$ cat src/rtl/mem_arbiter.sv
// Arbitrates the unified RAM port between instruction fetch and data accesses.
// A data-grant streak limit keeps back-to-back data traffic from starving fetch.
module mem_arbiter #(
  parameter int ADDR_W          = 32,
  parameter int DATA_W          = 32,
  parameter int MAX_DATA_STREAK = 4,
  parameter int TIMEOUT         = 255
) (
  input  logic              CLK,
  input  logic              RST,
  input  logic              iREN,
  input  logic [ADDR_W-1:0] iaddr,
  output logic              iwait,
  output logic [DATA_W-1:0] iload,
  input  logic              dREN,
  input  logic              dWEN,
  input  logic [ADDR_W-1:0] daddr,
  input  logic [DATA_W-1:0] dstore,
  output logic              dwait,
  output logic [DATA_W-1:0] dload,
  output logic              ramREN,
  output logic              ramWEN,
  output logic [ADDR_W-1:0] ramaddr,
  output logic [DATA_W-1:0] ramstore,
  input  logic [DATA_W-1:0] ramload,
  input  logic              ram_ready,
  output logic              err
);

  localparam int TIMER_W  = (TIMEOUT < 1) ? 1 : $clog2(TIMEOUT + 1);
  localparam int STREAK_W = (MAX_DATA_STREAK < 1) ? 1 : $clog2(MAX_DATA_STREAK + 1);

  typedef enum logic [1:0] {IDLE, IACC, DACC} state_t;

  state_t              state_reg, state_next;
  logic                ram_ren_reg, ram_ren_next;
  logic                ram_wen_reg, ram_wen_next;
  logic [ADDR_W-1:0]   ram_addr_reg, ram_addr_next;
  logic [DATA_W-1:0]   ram_store_reg, ram_store_next;
  logic [STREAK_W-1:0] streak_reg, streak_next;
  logic [TIMER_W-1:0]  timer_reg, timer_next;
  logic                err_reg, err_next;

  logic d_pend;
  logic streak_ok;
  logic timeout_hit;
  logic acc_end;

  assign d_pend      = dREN | dWEN;
  assign streak_ok   = (streak_reg < STREAK_W'(MAX_DATA_STREAK));
  assign timeout_hit = !ram_ready && (timer_reg == TIMER_W'(TIMEOUT - 1));
  assign acc_end     = ram_ready | timeout_hit;

  always_ff @(posedge CLK) begin
    if (RST) begin
      state_reg     <= IDLE;
      ram_ren_reg   <= 1'b0;
      ram_wen_reg   <= 1'b0;
      ram_addr_reg  <= '0;
      ram_store_reg <= '0;
      streak_reg    <= '0;
      timer_reg     <= '0;
      err_reg       <= 1'b0;
    end else begin
      state_reg     <= state_next;
      ram_ren_reg   <= ram_ren_next;
      ram_wen_reg   <= ram_wen_next;
      ram_addr_reg  <= ram_addr_next;
      ram_store_reg <= ram_store_next;
      streak_reg    <= streak_next;
      timer_reg     <= timer_next;
      err_reg       <= err_next;
    end
  end

  always_comb begin
    state_next     = state_reg;
    ram_ren_next   = ram_ren_reg;
    ram_wen_next   = ram_wen_reg;
    ram_addr_next  = ram_addr_reg;
    ram_store_next = ram_store_reg;
    streak_next    = streak_reg;
    timer_next     = timer_reg;
    err_next       = err_reg;

    case (state_reg)
      IDLE: begin
        timer_next = '0;
        if (d_pend && (!iREN || streak_ok)) begin
          state_next    = DACC;
          ram_addr_next = daddr;
          // A write wins when both data strobes are high.
          if (dWEN) begin
            ram_wen_next   = 1'b1;
            ram_store_next = dstore;
          end else begin
            ram_ren_next = 1'b1;
          end
          if (streak_ok) begin
            streak_next = streak_reg + STREAK_W'(1);
          end
        end else if (iREN) begin
          state_next    = IACC;
          ram_addr_next = iaddr;
          ram_ren_next  = 1'b1;
          streak_next   = '0;
        end else begin
          streak_next = '0;
        end
      end
      IACC, DACC: begin
        if (acc_end) begin
          state_next   = IDLE;
          ram_ren_next = 1'b0;
          ram_wen_next = 1'b0;
          timer_next   = '0;
          if (timeout_hit) begin
            err_next = 1'b1;
          end
        end else begin
          timer_next = timer_reg + TIMER_W'(1);
        end
      end
      default: begin
        state_next   = IDLE;
        ram_ren_next = 1'b0;
        ram_wen_next = 1'b0;
      end
    endcase
  end

  // A requester that dropped its request mid-access gets no completion pulse.
  assign iwait = !((state_reg == IACC) && acc_end && iREN);
  assign dwait = !((state_reg == DACC) && acc_end && d_pend);

  assign iload    = ramload;
  assign dload    = ramload;
  assign ramREN   = ram_ren_reg;
  assign ramWEN   = ram_wen_reg;
  assign ramaddr  = ram_addr_reg;
  assign ramstore = ram_store_reg;
  assign err      = err_reg;

endmodule

$ cat config.mk
export PLATFORM = sky130hd
export DESIGN_NAME = mem_arbiter
export DESIGN_NICKNAME = d
export VERILOG_FILES = /design/src/rtl/mem_arbiter.sv
export SDC_FILE = /design/constraint.sdc
export NUM_CORES = 1
export LEC_CHECK = 0
export CELL_PAD_IN_SITES_DETAIL_PLACEMENT = 2
export CELL_PAD_IN_SITES_GLOBAL_PLACEMENT = 2
export CORE_ASPECT_RATIO = 0.5
export CORE_UTILIZATION = 18
export CTS_BUF_LIST = sky130_fd_sc_hd__clkbuf_16
export DETAILED_ROUTE_END_ITERATION = 10
export PLACE_DENSITY_LB_ADDON = 0.3
export SLEW_MARGIN = 15
export SYNTH_ARGS = -nofsm -noshare
export SYNTH_HDL_FRONTEND = slang
export SYNTH_SLANG_ARGS = --single-unit
$ cat constraint.sdc
create_clock -name CLK -period 1.8 [get_ports CLK]
set_clock_uncertainty 0.15 [all_clocks]
set_input_delay 0.36 -clock CLK [delete_from_list [all_inputs] [get_ports CLK]]
set_output_delay 0.36 -clock CLK [all_outputs]
set_load 0.005 [all_outputs]
Word level (Yosys, flattened, before mapping)
Index checks and enable logic that the tools add are counted.
{ "word_totals": {"elab_cells": 62, "register_bits": 80, "ram_bits": 0, "latchBits": 0, "mem_count": 0, "romBits": 0, "in_bits": 134, "output_inout_bits": 133} }
{ "classes": {"bitwise": 2, "shifts": 0, "n_div": 0, "n_lt_le_gt_ge": 1, "n_mux": 18, "n_addsub": 2, "mul": 0, "eq_ne": 9, "reduce_logical": 22} }
{ "ops": {"columns": ["operator", "count"], "rows": [
  ["32-bit 2-to-1 mux", 2],
  ["8-bit one-hot mux with 2 select lines", 1],
  ["3-bit AND reduction", 4],
  ["8-bit by 1-bit adder with 8-bit output (second input constant)", 1],
  ["8-bit equality test (second input constant)", 1],
  ["8-bit 2-to-1 mux", 1],
  ["2-bit != test (second input constant)", 4],
  ["1-bit logical AND", 6],
  ["1-bit 2-to-1 mux", 6],
  ["2-bit 2-to-1 mux", 3],
  ["3-bit 2-to-1 mux", 2],
  ["3-bit != test (second input constant)", 2],
  ["2-bit AND reduction", 3],
  ["1-bit zero test", 4],
  ["1-bit one-hot mux with 2 select lines", 2],
  ["2-bit one-hot mux with 2 select lines", 1],
  ["2-bit nonzero test", 2],
  ["3-bit by 1-bit adder with 3-bit output (second input constant)", 1],
  ["3-bit < comparator (second input constant)", 1],
  ["2-bit by 1-bit equality test with 1-bit output (second input constant)", 1],
  ["2-bit equality test (second input constant)", 1],
  ["2-bit zero test", 1],
  ["1-bit bitwise OR", 2],
  ["2-bit OR reduction", 1],
  ["1-bit logical OR", 1]
]} }

Logic depth before layout (Yosys ltp)
Gate-level depths: netlist of the first run.
{ "logic_depth": {"word_depth": 6, "depth_mapped": 8, "ltp_nobuf": 6} }

Worst setup path after synthesis of the first run
Ideal clock, no wire load.
{ "synth_path": {"kind": "register -> register", "from": "register state_reg[1]", "to": "register ram_addr_reg[10] (netlist: ramaddr[10])", "slack_ns": 0.213, "synth_period_minus_slack_ns": 1.587, "path_buffers": 2, "path_stages_with_launch": 8, "required_time_ns": 1.512, "arrival_ns": 1.299, "setup_time_ns": 0.138, "cell_sequence": "dfxtp_1 inv_1 ha_1 buf_2 inv_2 nor2_4 clkbuf_1 a211oi_1"} }
{ "synth_via": {"elab_chain_cells": 2} }
{ "synth_lines": {"columns": ["item", "line", "source"], "rows": [
  ["start, declared", "35", "state_t state_reg, state_next;"],
  ["start signal, assigned", "65", "state_reg <= state_next;"],
  ["2-bit zero test", "86", "case (state_reg)"],
  ["2-bit AND reduction (no source line)", null, null],
  ["end signal, assigned", "68", "ram_addr_reg <= ram_addr_next;"],
  ["end, declared", "38", "logic [ADDR_W-1:0] ram_addr_reg, ram_addr_next;"]
]} }
No other way between the ends.
A chain may end at the register's enable or synchronous reset.

Worst setup path in the final report of the first run
{ "layout_path": {"from": "register timer_reg[2]", "to": "output dwait"} }
{ "layout_via": {"elab_chain_cells": 6} }
{ "layout_lines": {"columns": ["item", "line", "source"], "rows": [
  ["start, declared", "41", "logic [TIMER_W-1:0] timer_reg, timer_next;"],
  ["start signal, assigned", "71", "timer_reg <= timer_next;"],
  ["8-bit equality test", "51", "assign timeout_hit = !ram_ready && (timer_reg == TIMER_W'(TIMEOUT - 1));"],
  ["1-bit logical AND", "51", null],
  ["1-bit bitwise OR", "52", "assign acc_end = ram_ready | timeout_hit;"],
  ["1-bit logical AND (2 in series)", "134", "assign dwait = !((state_reg == DACC) && acc_end && d_pend);"],
  ["1-bit zero test", "134", null],
  ["end, declared", "19", "output logic dwait,"]
]} }
No other way between the ends.

==> flow_summary_export.csv, run 1 <==
group,metric,value,unit
sta,whs,0.148,ns
finish,antenna_cells,0,
placed_design,pre_cts_ws,-0.333,ns
sta,fin_crit,1.81,ns
floorplanning,dieArea,21900,um^2
finish,stdcell_area,6190,um^2
synth,seq_area_frac_synth,41.8,%
clock_tree,clock_latency,0.34,ns
sta,slew_headroom,75.9,%
drt,wirelength,13100,um
floorplanning,start_util,18.5,%
global_route,grt_pass1_wl,19500,um
synth,syn_area,3830,um^2
floorplanning,die_h,105,um
setup_path,worstSetupPathType,"reg2out",
setup_path,crit_required,1.29,ns
pwr,peakVddDrop,0.363,mV
drt,drt_pass1_iterations,3,
setup_path,crit_arrival,1.30,ns
synth,synth_fp_nets,581,
synth,syn_area_per_cell,8.71,um^2
sta,fin_ws,-0.0146,ns
clock_tree,cts_tree,"yes",
setup_path,rr_endpoint,"state_reg[0]",
sta,finalHoldViolCount,0,
synth,ys_async_sr_fraction,0,%
finish,n_fill_cell,2283,
pwr,pwr-share-comb,27.8,%
global_route,grt_use_total,11.3,%
placed_design,gp_congestion,0.710,
setup_path,cp-end-kind,"output port",
clock_tree,cts.sinks,80,
setup_path,worstPathMaxFanout,3,
synth,synth-seq-cells,80,
finish,stdcell_count,849,
global_route,grt_pass1_vias,3660,
global_route,antenna_found_initial,0,
clock_tree,cts_buffer_depth,2,
pwr,p_leak,0.00232,uW
finish,final_nets,712,
pwr,p_per_area,871,nW/um^2
synth,synth_common_cells,"80 x dfxtp_1, 66 x nand2_1, 64 x buf_4, 50 x nor2_1, 39 x a21oi_1",
placed_design,numPortBuffers,170,
run_status,violations,"negative setup slack",
setup_path,startpoint_type,"flop",
clock_tree,root_buffer,"clkbuf_16",
setup_path,startpoint,"timer_reg[2]",
global_route,grt_max_degree,36,
drt,drt_iter0_drc,49,
drt,wl_per_cell,15.4,um
clock_tree,h-tree-depth,3,
clock_tree,cts_buffers,9,
setup_path,worstPathCellList,"nand4_1 > nor2_4 > o221ai_2 > buf_2",
pwr,p_sw_share,27.7,%
pwr,clkPwrFrac,34.2,%
setup_path,cp_slowest_stage_delay,0.33,ns
placed_design,dp.cells,824,
synth,synth_edf_count,0,
drt,drtAntennaViolNets,0,
floorplanning,io_pins,267,
sta,finalCritPeriodShare,101,%
pwr,seq_power_share,38.0,%
setup_path,reg2reg_slack,0.12,ns
sta,tns,-0.0260,ns
synth,synth.area.top_cells,"dfxtp_1 42%, buf_4 13%, mux2i_1 8.9%",
run_status,status,"complete, but fails checks",
clock_tree,cts.hold.buffers_added,0,
floorplanning,die_w,208,um
floorplanning,coreArea,20700,um^2
global_route,grt_overflow,0,
run,cap_viol_max_count,0,
finish,syn_to_final_growth,61.6,%
synth,syn_inst,440,
sta,finalMaxSlewViolations,0,
placed_design,place_hpwl,9260,um
drt,via_per_inst,4.09,
finish,drive_above_1_share,16.7,%
sta,setup_viol,2,
clock_tree,clk_pin_slew,0.07,ns
sta,worst_pin_slew,0.361,ns
sta,max_freq,551,MHz
drt,num_vias,3472,
sta,rsz0062_at_grt,"true",
synth,yosysMostFrequentCell,"dfxtp_1",
setup_path,reg2reg_depth,9,
synth,ys_types,36,
worst_hold_path,worstHoldPathType,"in2reg",
synth,yosys_most_used_dff,"dfxtp_1",
synth,synth_top_cell_area_share,41.8,%
pwr,switchingPower,1500,uW
placed_design,place_area,5580,um^2
pwr,internal_power,3900,uW
setup_path,reg2reg_from,"timer_reg[0]",
synth,yosysTopAreaCell,"dfxtp_1",
drt,drcViolationCount,0,
setup_path,endpoint,"dwait",
synth,yosysWarnings,0,
setup_path,cp_slowest_cell,"dfxtp_2",
floorplanning,row_count,37,
-- placed cells by master, fill, tap and decap left out, types with 14 or more instances in the layout --
cell / Yosys / layout
a211oi_1: 33 / 17
clkbuf_16: 0 / 14
mux2i_1: 34 / 32
a211oi_2: 0 / 16
nand2_1: 66 / 66
a21oi_1: 39 / 39
dfxtp_1: 80 / 73
buf_4: 64 / 26
nor2_1: 50 / 49
clkdlybuf4s50_1: 0 / 164
-- cell type report --
| class | count | area (um^2) | share of cell area (%) |
|---|---|---|---|
| tap | 273 | 342 | 5.51 |
| multi-input combinational | 264 | 1740 | 28.0 |
| clock buffer | 9 | 225 | 3.64 |
| timing repair buffer | 211 | 2200 | 35.5 |
| inverter | 5 | 18.8 | 0.303 |
| sequential | 80 | 1610 | 26.0 |
| clock inverter | 7 | 65.1 | 1.05 |
-- critical path: cells and delay by family (launching register included) --
family                 cells  cell delay [ns]
buffers and inverters      1             0.14
and+or+nand+nor            2             0.40
AOI/OAI and AO/OA          1             0.10
DFF                        1             0.33
-- how the worst min path moves through the flow --
stage                             from  slack, ns             to  cells past startpoint
after floorplan            ramstore[0]       0.30    ramstore[0]                      2
after global placement    ramstore[13]       0.29   ramstore[13]                      2
after detailed placement  ramstore[27]       0.30   ramstore[27]                      2
after CTS                          RST       0.14  streak_reg[2]                      2
after global routing               RST       0.16  streak_reg[2]                      2
final                              RST       0.15  streak_reg[2]                      2
-- routing by layer --
metal | share of wire (%) | track usage, % | wire, um | vias up
met1 | 42 | 12.5 | 5450 | 1668
li1 | - | - | - | 1674
met5 | 0 | 0 | 0 | -
met2 | 51 | 20.0 | 6620 | 108
met4 | 1.4 | 3.65 | 189 | 0
met3 | 6.2 | 4.15 | 809 | 22
-- kinds of logic after synthesis --
family          synth area share, %
simple gates                   14.3
buf+inv                        17.3
compound gates                 13.9
flops                          41.8
mux                            8.88
xor+xnor                       1.60
fa+ha+maj                      2.28
-- per-stage QoR --
| step | power [uW] | util (%) |
|---|---|---|
| after floorplan | 2700 | - |
| after CTS | 5310 | 28.5 |
| after detailed placement | 3400 | 26.9 |
| final | 5400 | 29.9 |
| after global routing | 5720 | 29.9 |
| after global placement | 3370 | 26.9 |
-- power by group through the flow --
stage                     Clock [uW]  Combinational (uW)  Sequential (uW)
final                           1850                1500             2050
after global routing            2010                1630             2070
after CTS                       1940                1320             2050
after detailed placement           0                1310             2090
after global placement             0                1290             2080
after floorplan                    0                 604             2100
-- what timing repair did --
item,in CTS,in global routing
gates resized for setup,18,32
cloned,0,5
setup buffers,1,3
endpoints found under the setup margin,2,37
pin swaps,4,6
Note: power is estimated with default switching activity, not from simulation.
==> run 2, diff against run 1 <==
Settings changed: CORE_UTILIZATION 18 to 19, CTS_BUF_LIST sky130_fd_sc_hd__clkbuf_16 to sky130_fd_sc_hd__clkbuf_4 sky130_fd_sc_hd__clkbuf_8.
==> flow_summary_export.csv, run 2 (synthesis results as in run 1) <==
group,metric,value,unit
finish,antenna_cells,0,
drt,drcViolationCount,0,
pwr,p_leak,0.00263,uW
placed_design,gp_congestion,0.709,
pwr,p_per_area,844,nW/um^2
finish,final_nets,712,
sta,rsz0062_at_grt,"true",
sta,slew_headroom,78.4,%
run_status,status,"complete, but fails checks",
drt,wirelength,12600,um
run_status,violations,"negative setup slack",
floorplanning,row_count,36,
placed_design,numPortBuffers,170,
drt,drt_pass1_iterations,4,
setup_path,crit_arrival,1.34,ns
sta,fin_ws,-0.0460,ns
sta,worst_pin_slew,0.324,ns
floorplanning,die_h,102,um
clock_tree,cts_buffers,9,
sta,finalCritPeriodShare,103,%
floorplanning,start_util,19.6,%
drt,num_vias,3436,
pwr,peakVddDrop,0.260,mV
setup_path,cp-end-kind,"output port",
global_route,antenna_found_initial,0,
finish,syn_to_final_growth,58.5,%
finish,final_common_cell,"clkdlybuf4s50_1",
clock_tree,cts.hold.buffers_added,0,
drt,wl_per_cell,15.0,um
clock_tree,cts_buffer_depth,2,
global_route,grt_pass1_wl,18700,um
clock_tree,clock_latency,0.36,ns
floorplanning,die_w,203,um
setup_path,worstPathMaxFanout,3,
clock_tree,h-tree-depth,3,
sta,fin_crit,1.85,ns
clock_tree,cts_tree,"yes",
sta,finalHoldViolCount,0,
floorplanning,dieArea,20800,um^2
global_route,grt_overflow,0,
global_route,grt_use_total,11.5,%
sta,setup_viol,2,
sta,max_freq,542,MHz
floorplanning,coreArea,19600,um^2
worst_hold_path,worstHoldPathType,"in2reg",
clock_tree,root_buffer,"clkbuf_8",
finish,fin_util,31.0,%
sta,tns,-0.0781,ns
clock_tree,clk_pin_slew,0.09,ns
sta,finalMaxSlewViolations,0,
floorplanning,io_pins,267,
run,cap_viol_max_count,0,
setup_path,worstSetupPathType,"reg2out",
drt,drt_iter0_drc,30,
drt,drtAntennaViolNets,0,
global_route,grt_max_degree,43,
setup_path,startpoint_type,"flop",
clock_tree,cts.sinks,80,
placed_design,place_hpwl,9050,um
finish,final_cell_mix,"140 x clkdlybuf4s50_1, 69 x dfxtp_1, 66 x nand2_1",
drt,via_per_inst,4.08,
finish,drive_above_1_share,14.9,%
setup_path,crit_required,1.29,ns
global_route,grt_pass1_vias,3657,
[run 2: cell count changes in the layout (fill, tap and decap cells not counted), moves of 3 or more]
cell	change
buf_4	+4
clkdlybuf4s50_1	-24
dfxtp_2	+4
dlymetal6s2s_1	+23
clkbuf_16	-11
a211oi_2	-15
a211oi_1	+15
clkbuf_8	+11
inv_1	-3
dfxtp_1	-4
[run 2: worst max-delay path: stages (launching register included)]
cell	delay [ns]
dfxtp_2	0.34
inv_2	0.04
ha_4	0.16
nand3_4	0.09
nor2_4	0.05
o211ai_1	0.16
buf_2	0.14
[run 2: what timing repair did]
| item | CTS | global route |
|---|---|---|
| gates cloned | 0 | 4 |
| setup buffers | 1 | 3 |
| pin swaps | 3 | 4 |
| endpoints found under the setup margin | 3 | 59 |
| hold endpoints to repair | 0 | 0 |
| gates resized for setup | 19 | 41 |
[run 2: per-layer routing]
layer	share of wire [%]	vias up	wire, um	global-route usage, %
met2	51	97	6490	21.7
met1	40	1634	5070	12.0
met4	2.3	0	296	4.22
met3	6.1	32	771	4.21
li1	-	1673	-	-
met5	0	-	0	0
[run 2: layout make-up]
cell class / count / area (um^2)
well taps: 266 / 333
multi-input cells: 264 / 1650
repair buffers: 211 / 2200
fillers: 2207 / 13500
flip-flops and latches: 80 / 1620
clock inverters: 5 / 103
inverters: 5 / 18.8
clock buffers: 11 / 151
[run 2: power by group]
part | switching, uW | total [uW] | internal [uW] | leakage, uW
combinational | 572 | 1380 | 809 | 0.00184
sequential | 91.5 | 2050 | 1950 | 0.000664
clock | 702 | 1700 | 996 | 0.000126
total | 1370 | 5120 | 3760 | 0.00263
[run 2: per-stage QoR]
| stage | area (um^2) | instances | setup WS [ns] | power [uW] | hold slack (ns) |
|---|---|---|---|---|---|
| floorplan | 3830 | 440 | 0.213 | 2700 | 0.303 |
| global placement | 5570 | 818 | -0.267 | 3360 | 0.292 |
| detailed placement | 5570 | 818 | -0.298 | 3400 | 0.299 |
| CTS | 5870 | 835 | -0.121 | 5170 | 0.195 |
| global route | 6070 | 842 | -0.173 | 5460 | 0.207 |
| finish | 6070 | 842 | -0.0460 | 5120 | 0.217 |
[run 2: worst paths after layout]
path | from | to | slack (ns) | cells past startpoint
setup / recovery | timer_reg[0] | iwait | -0.05 | 6
hold / removal | RST | err | 0.22 | 2
setup reg to reg | timer_reg[0] | state_reg[1] | 0.13 | 8
hold reg to reg | ramstore[20] | ramstore[20] | 0.31 | 2
